## src/rtl/decim_ctrl.sv

```systemverilog
// Decimation controller: ratio-period tick generator, settle discard,
// small output FIFO with sticky overflow and drain-before-idle.
module decim_ctrl #(
  parameter int DW       = 12,
  parameter int CW       = 9,
  parameter int DEPTH    = 4,
  parameter int SETTLE_N = 2
) (
  input  logic          clk,
  input  logic          rst_n,
  input  logic          enable,
  input  logic [CW-1:0] ratio,
  input  logic [DW-1:0] data_in,
  output logic [DW-1:0] out_data,
  output logic          out_valid,
  input  logic          out_ready,
  output logic          overflow,
  input  logic          clr_ovf,
  output logic          busy
);

  localparam int AW = $clog2(DEPTH);
  localparam int SW = $clog2(SETTLE_N + 2);
  localparam logic [SW-1:0] SETTLE_L = SW'(SETTLE_N);
  localparam logic [AW:0]   FULL_L   = (AW+1)'(DEPTH);

  typedef enum logic [1:0] {
    IDLE,
    SETTLE,
    RUN,
    DRAIN
  } state_e;

  state_e        state_q;
  logic [CW-1:0] cnt_q;
  logic [CW-1:0] ratio_q;
  logic [SW-1:0] settle_q;
  logic          busy_q;
  logic          ovf_q;
  logic [DW-1:0] mem_q [DEPTH];
  logic [AW:0]   wptr_q;
  logic [AW:0]   rptr_q;

  logic          tick;
  logic          push;
  logic          pop;
  logic          wr;
  logic          empty;
  logic          full;
  logic          drop;
  logic          last;
  logic [AW:0]   level;
  logic [SW-1:0] settle_d;

  assign level    = wptr_q - rptr_q;
  assign empty    = (level == '0);
  assign full     = (level == FULL_L);
  assign last     = (level == (AW+1)'(1));
  assign tick     = (cnt_q == ratio_q);
  assign pop      = !empty && out_ready;
  assign push     = (state_q == RUN) && enable && tick;
  assign wr       = push && (!full || pop);
  assign drop     = push && full && !pop;
  assign settle_d = settle_q + 1'b1;

  always_ff @(posedge clk) begin
    if (!rst_n) begin
      state_q  <= IDLE;
      cnt_q    <= '0;
      settle_q <= '0;
      ratio_q  <= '0;
      busy_q   <= 1'b0;
    end else begin
      unique case (state_q)
        IDLE: begin
          if (enable) begin
            state_q  <= SETTLE;
            ratio_q  <= ratio;
            cnt_q    <= '0;
            settle_q <= '0;
            busy_q   <= 1'b1;
          end
        end
        SETTLE, RUN: begin
          // Losing enable wins over any tick in the same cycle.
          if (!enable) begin
            state_q <= DRAIN;
          end else begin
            cnt_q <= tick ? '0 : cnt_q + 1'b1;
            if (state_q == SETTLE) begin
              if (SETTLE_L == '0) begin
                state_q <= RUN;
              end else if (tick) begin
                settle_q <= settle_d;
                if (settle_d == SETTLE_L) state_q <= RUN;
              end
            end
          end
        end
        DRAIN: begin
          if (empty || (last && pop)) begin
            state_q <= IDLE;
            busy_q  <= 1'b0;
          end
        end
        default: state_q <= IDLE;
      endcase
    end
  end

  always_ff @(posedge clk) begin
    if (!rst_n) begin
      wptr_q <= '0;
      rptr_q <= '0;
      ovf_q  <= 1'b0;
    end else begin
      if (wr)  wptr_q <= wptr_q + 1'b1;
      if (pop) rptr_q <= rptr_q + 1'b1;
      ovf_q <= drop | (ovf_q & ~clr_ovf);
    end
  end

  // Storage needs no reset: the head is gated by the pointers.
  always_ff @(posedge clk) begin
    if (rst_n && wr) mem_q[wptr_q[AW-1:0]] <= data_in;
  end

  assign out_valid = !empty;
  assign out_data  = empty ? '0 : mem_q[rptr_q[AW-1:0]];
  assign overflow  = ovf_q;
  assign busy      = busy_q;

endmodule

```

## config.mk

```make
export PLATFORM = sky130hd
export DESIGN_NAME = decim_ctrl
export DESIGN_NICKNAME = d
export VERILOG_FILES = /design/src/rtl/decim_ctrl.sv
export SDC_FILE = /design/constraint.sdc
export NUM_CORES = 1
export LEC_CHECK = 0
export ABC_AREA = 1
export BUFFER_PORTS_ARGS = -buffer_cell sky130_fd_sc_hd__buf_2
export CAP_MARGIN = 5
export CORE_MARGIN = 5
export CORE_UTILIZATION = 65
export CTS_BUF_LIST = sky130_fd_sc_hd__clkbuf_8
export DETAILED_ROUTE_END_ITERATION = 16
export PLACE_DENSITY = 0.87
export SLEW_MARGIN = 20
export SYNTH_ARGS = -nofsm -noshare
export SYNTH_HDL_FRONTEND = slang
export SYNTH_SLANG_ARGS = --single-unit
```

## constraint.sdc

```tcl
create_clock -name clk -period 3.9 [get_ports clk]
set_input_delay 0.585 -clock clk [delete_from_list [all_inputs] [get_ports clk]]
set_output_delay 0.585 -clock clk [all_outputs]
set_load 0.005 [all_outputs]
```

==> results.yml <==
outcome:
  outcome: "finished, final reports clean"
clock_network:
  root_buffer: "sky130_fd_sc_hd__clkbuf_8"
  clock_sinks: 80
  ctsHtreeMaxLevel: 3
  cts_buffers: 9
  cts-resized-gates: 0
  postCtsHoldBufs: 0
  cts_post_setup_buffers_inserted: 0
  clock_latency_ps: 350
  cts_tree: "done"
  clk_pin_slew_ps: 90
  max-clock-path-buffers: 2
sta:
  rsz_0062_raised_after_global_routing: "no"
  max_fclk_mhz: 324.4
  timing.final.crit_share_pct: 79.05
  final_critical_delay_including_setup_and_external_delays_ps: 3083
  fin_setup_tns_ps: 0
  max_transition_viols_final: 0
  timing_worst_slew_pin_value_ps: 763.0
  fin_skew_ps: 8.606
  maxSlewHeadroom_pct: 49.08
  setup_viol_count_final: 0
  final-hold-violation-count: 0
  setup_slack_ps: 817.2
routing:
  wirelength_um: 7884
  mean_number_of_vias_per_cell: 5.484
  drt_pre_antenna_iters: 4
  drc: 0
  drt_first_iter_violations: 286
  via_count: 2830
  ant_nets: 0
  post_drt_wl_per_cell_um: 15.28
global_routing:
  grt_antenna_before_repair: 0
  grt_pass1_wl_um: 12900
  grt_pass1_vias: 2783
  grt.total_usage_pct: 22.88
  pin_count_of_the_biggest_net_entering_global_routing: 26
  global_route_overflow: 0
floorplanning:
  dieWidth_um: 84.64
  top_level_ports: 41
  initial_utilization_pct: 66.16
  chipHeight_um: 84.64
  design.die.area_um2: 7163
  rows: 27
  core_area_um2: 5473
setup_path:
  crit_fanout: 14
  cp_num_cells: 12
  worst-path-buf-inv: 4
  r2r_cells: 13
  cpPeakStageDelay_ps: 410
  critical-path-slowest-cell: "sky130_fd_sc_hd__dfxtp_1"
  r2r_setup_slack_ps: 1350
  r2r_start: "wptr_q[0]$_SDFFE_PN0P_"
  crit_start: "wptr_q[0]$_SDFFE_PN0P_"
  dominant_delay_contributor_by_cell_family_on_the_critical_path: "simple AND/OR/NAND/NOR gates"
  crit_path_cell_trace: "inv_1 > ha_1 > fa_1 > inv_1 > nand2_1 > nand2_1 > nand2_1 > nand2_1 > nand2_1 > nand2_1 > inv_1 > buf_2"
  start_kind: "register"
  worst_ep_arrival_time_ps: 2500
  worst_r2r_endpoint: "mem_q[3][7]$_DFFE_PP_"
  setup.worst_path.end_class: "output pin"
  worstSetupPathType: "reg2out"
  setup.worst_path.end: "out_data[4]"
  critical_path_required_ps: 3310
  path_common_cell: "sky130_fd_sc_hd__nand2_1"
place:
  dp.final_hpwl_um: 5231
  instance_count_after_placement_with_tap_cells_included: 500
  pre_cts_slack_ps: 1237
  port-buffer-count: 40
  routabilityCongestion: 0.8119
synthesis:
  synth-warning-count: 0
  syn_area_per_cell_um2: 9.190
  register_area_share_after_synthesis_pct: 57.50
  mappedNetlistArea_um2: 3621
  post_synth_num_cell_types: 28
  post_synth_inst_count: 394
  postSynthNetCount: 433
  synth-seq-cells: 80
job:
  max-cap-violations: 0
final_layout:
  utilization_pct: 75.81
  flow.area_growth_from_synthesis_pct: 14.58
  fillCellCount: 352
  post_layout_nonfiller_instances: 516
  final_layout_size_suffix_gt1_share_pct: 16.67
  diodes: 0
  final_nets: 478
power:
  power_density_nw_per_um2: 670.2
  p_leak_nw: 1.733
  vdd_drop_max_mv: 0.4467
min_path:
  worst_hold_path_type: "in2reg"
[final cells by class]
| class | instances | area [um^2] | area share, % |
|---|---|---|---|
| well taps | 72 | 90.09 | 2.171 |
| repair buffers | 45 | 237.7 | 5.730 |
| multi-input cells | 255 | 1314 | 31.66 |
| clock inverters | 7 | 120.1 | 2.895 |
| clock buffers | 9 | 123.9 | 2.986 |
| inverters | 48 | 181.4 | 4.373 |
| flip-flops and latches | 80 | 2082 | 50.18 |
[synthesized netlist by cell type (all sizes together)]
library cell / n / share of area (%)
buf: 4 / 0.48
nor3: 3 / 0.41
edfxtp: 48 / 40
a31oi: 1 / 0.17
xor2: 1 / 0.24
nand2: 77 / 8.2
clkbuf: 7 / 0.73
ha: 12 / 4.1
o32ai: 12 / 2.9
xnor2: 6 / 1.5
fa: 1 / 0.55
nand4: 2 / 0.35
o21ai: 31 / 4.3
nor2: 68 / 7.7
inv: 47 / 4.9
clkinv: 1 / 0.14
dfxtp: 32 / 18
or2: 5 / 0.86
nand3b: 1 / 0.21
a21oi: 22 / 3.0
nand3: 13 / 1.8
[cells by family after synthesis]
family	after synthesis	synth area share [%]
AO/OA/AOI/OAI	66	10.40
XOR/XNOR	7	1.693
adder cells (fa/ha/maj)	13	4.699
buffers and inverters	59	6.220
flip-flops	80	57.50
AND/OR/NAND/NOR	169	19.49
[through the flow]
stage,instance area (um^2),total power [mW],hold WS [ps]
global route,4149,2.972,430.6
detailed placement,3905,2.051,453.8
floorplan,3621,1.739,443.3
global placement,3905,1.994,451.0
CTS,4149,2.787,442.3
finish,4149,2.781,447.6
[report_power, final]
group | total (mW) | leakage [nW] | switching [mW] | internal [mW]
Combinational | 0.995 | 0.914 | 0.621 | 0.374
Sequential | 1.05 | 0.693 | 0.0843 | 0.969
Clock | 0.733 | 0.125 | 0.305 | 0.427
Total | 2.78 | 1.73 | 1.01 | 1.77
[routing by layer]
metal	up-vias	global-route usage, %	routed length (um)
met3	22	4.024	397
li1	1392	-	-
met4	0	12.37	208
met5	-	0	0
met1	1318	28.14	3252
met2	98	38.22	4025
[layout by cell type (no fill, tap or decap)]
master / synthesis / layout
sky130_fd_sc_hd__clkinv_2: 1 / 1
sky130_fd_sc_hd__a21oi_1: 22 / 22
sky130_fd_sc_hd__xor2_1: 1 / 1
sky130_fd_sc_hd__o21ai_1: 3 / 3
sky130_fd_sc_hd__clkinv_4: 0 / 2
sky130_fd_sc_hd__nand2_2: 3 / 3
sky130_fd_sc_hd__edfxtp_1: 48 / 48
sky130_fd_sc_hd__inv_6: 0 / 1
sky130_fd_sc_hd__ha_1: 12 / 12
sky130_fd_sc_hd__nor2_2: 3 / 3
sky130_fd_sc_hd__fa_1: 1 / 1
sky130_fd_sc_hd__nor2_1: 63 / 63
sky130_fd_sc_hd__buf_2: 2 / 40
sky130_fd_sc_hd__o21ai_0: 28 / 28
sky130_fd_sc_hd__nand2_1: 74 / 74
sky130_fd_sc_hd__nor3_1: 3 / 3
sky130_fd_sc_hd__dfxtp_1: 32 / 32
sky130_fd_sc_hd__buf_4: 0 / 5
sky130_fd_sc_hd__a31oi_1: 1 / 1
sky130_fd_sc_hd__nand4_1: 2 / 2
sky130_fd_sc_hd__inv_2: 1 / 1
sky130_fd_sc_hd__nand3b_1: 1 / 1
sky130_fd_sc_hd__nand3_1: 13 / 13
sky130_fd_sc_hd__o32ai_1: 12 / 12
sky130_fd_sc_hd__clkbuf_8: 0 / 9
sky130_fd_sc_hd__bufinv_16: 0 / 3
sky130_fd_sc_hd__or2_2: 4 / 4
sky130_fd_sc_hd__inv_1: 46 / 47
sky130_fd_sc_hd__nor2_4: 2 / 2
sky130_fd_sc_hd__xnor2_1: 6 / 6
sky130_fd_sc_hd__or2_1: 1 / 1
[how the worst min path moves through the flow]
stage / startpoint / cells past startpoint / endpoint
6_report: data_in[10] / 1 / mem_q[3][10]$_DFFE_PP_
5_1_grt: data_in[10] / 1 / mem_q[1][10]$_DFFE_PP_
4_1_cts: data_in[5] / 1 / mem_q[3][5]$_DFFE_PP_
3_5_place_dp: overflow$_SDFF_PN0_ / 2 / overflow$_SDFF_PN0_
3_3_place_gp: overflow$_SDFF_PN0_ / 2 / overflow$_SDFF_PN0_
2_1_floorplan: ratio_q[0]$_SDFFE_PN0P_ / 2 / ratio_q[0]$_SDFFE_PN0P_
[registers in the layout, indices dropped and copies added, names as in the netlist, named ones only]
| register | flops |
|---|---|
| mem_q | 48 |
| settle_q | 2 |
| ratio_q | 9 |
| cnt_q | 9 |
| state_q | 2 |
| wptr_q | 3 |
| busy | 1 |
| rptr_q | 3 |
| overflow | 1 |
No activity file was read; power rests on OpenSTA's default activity.
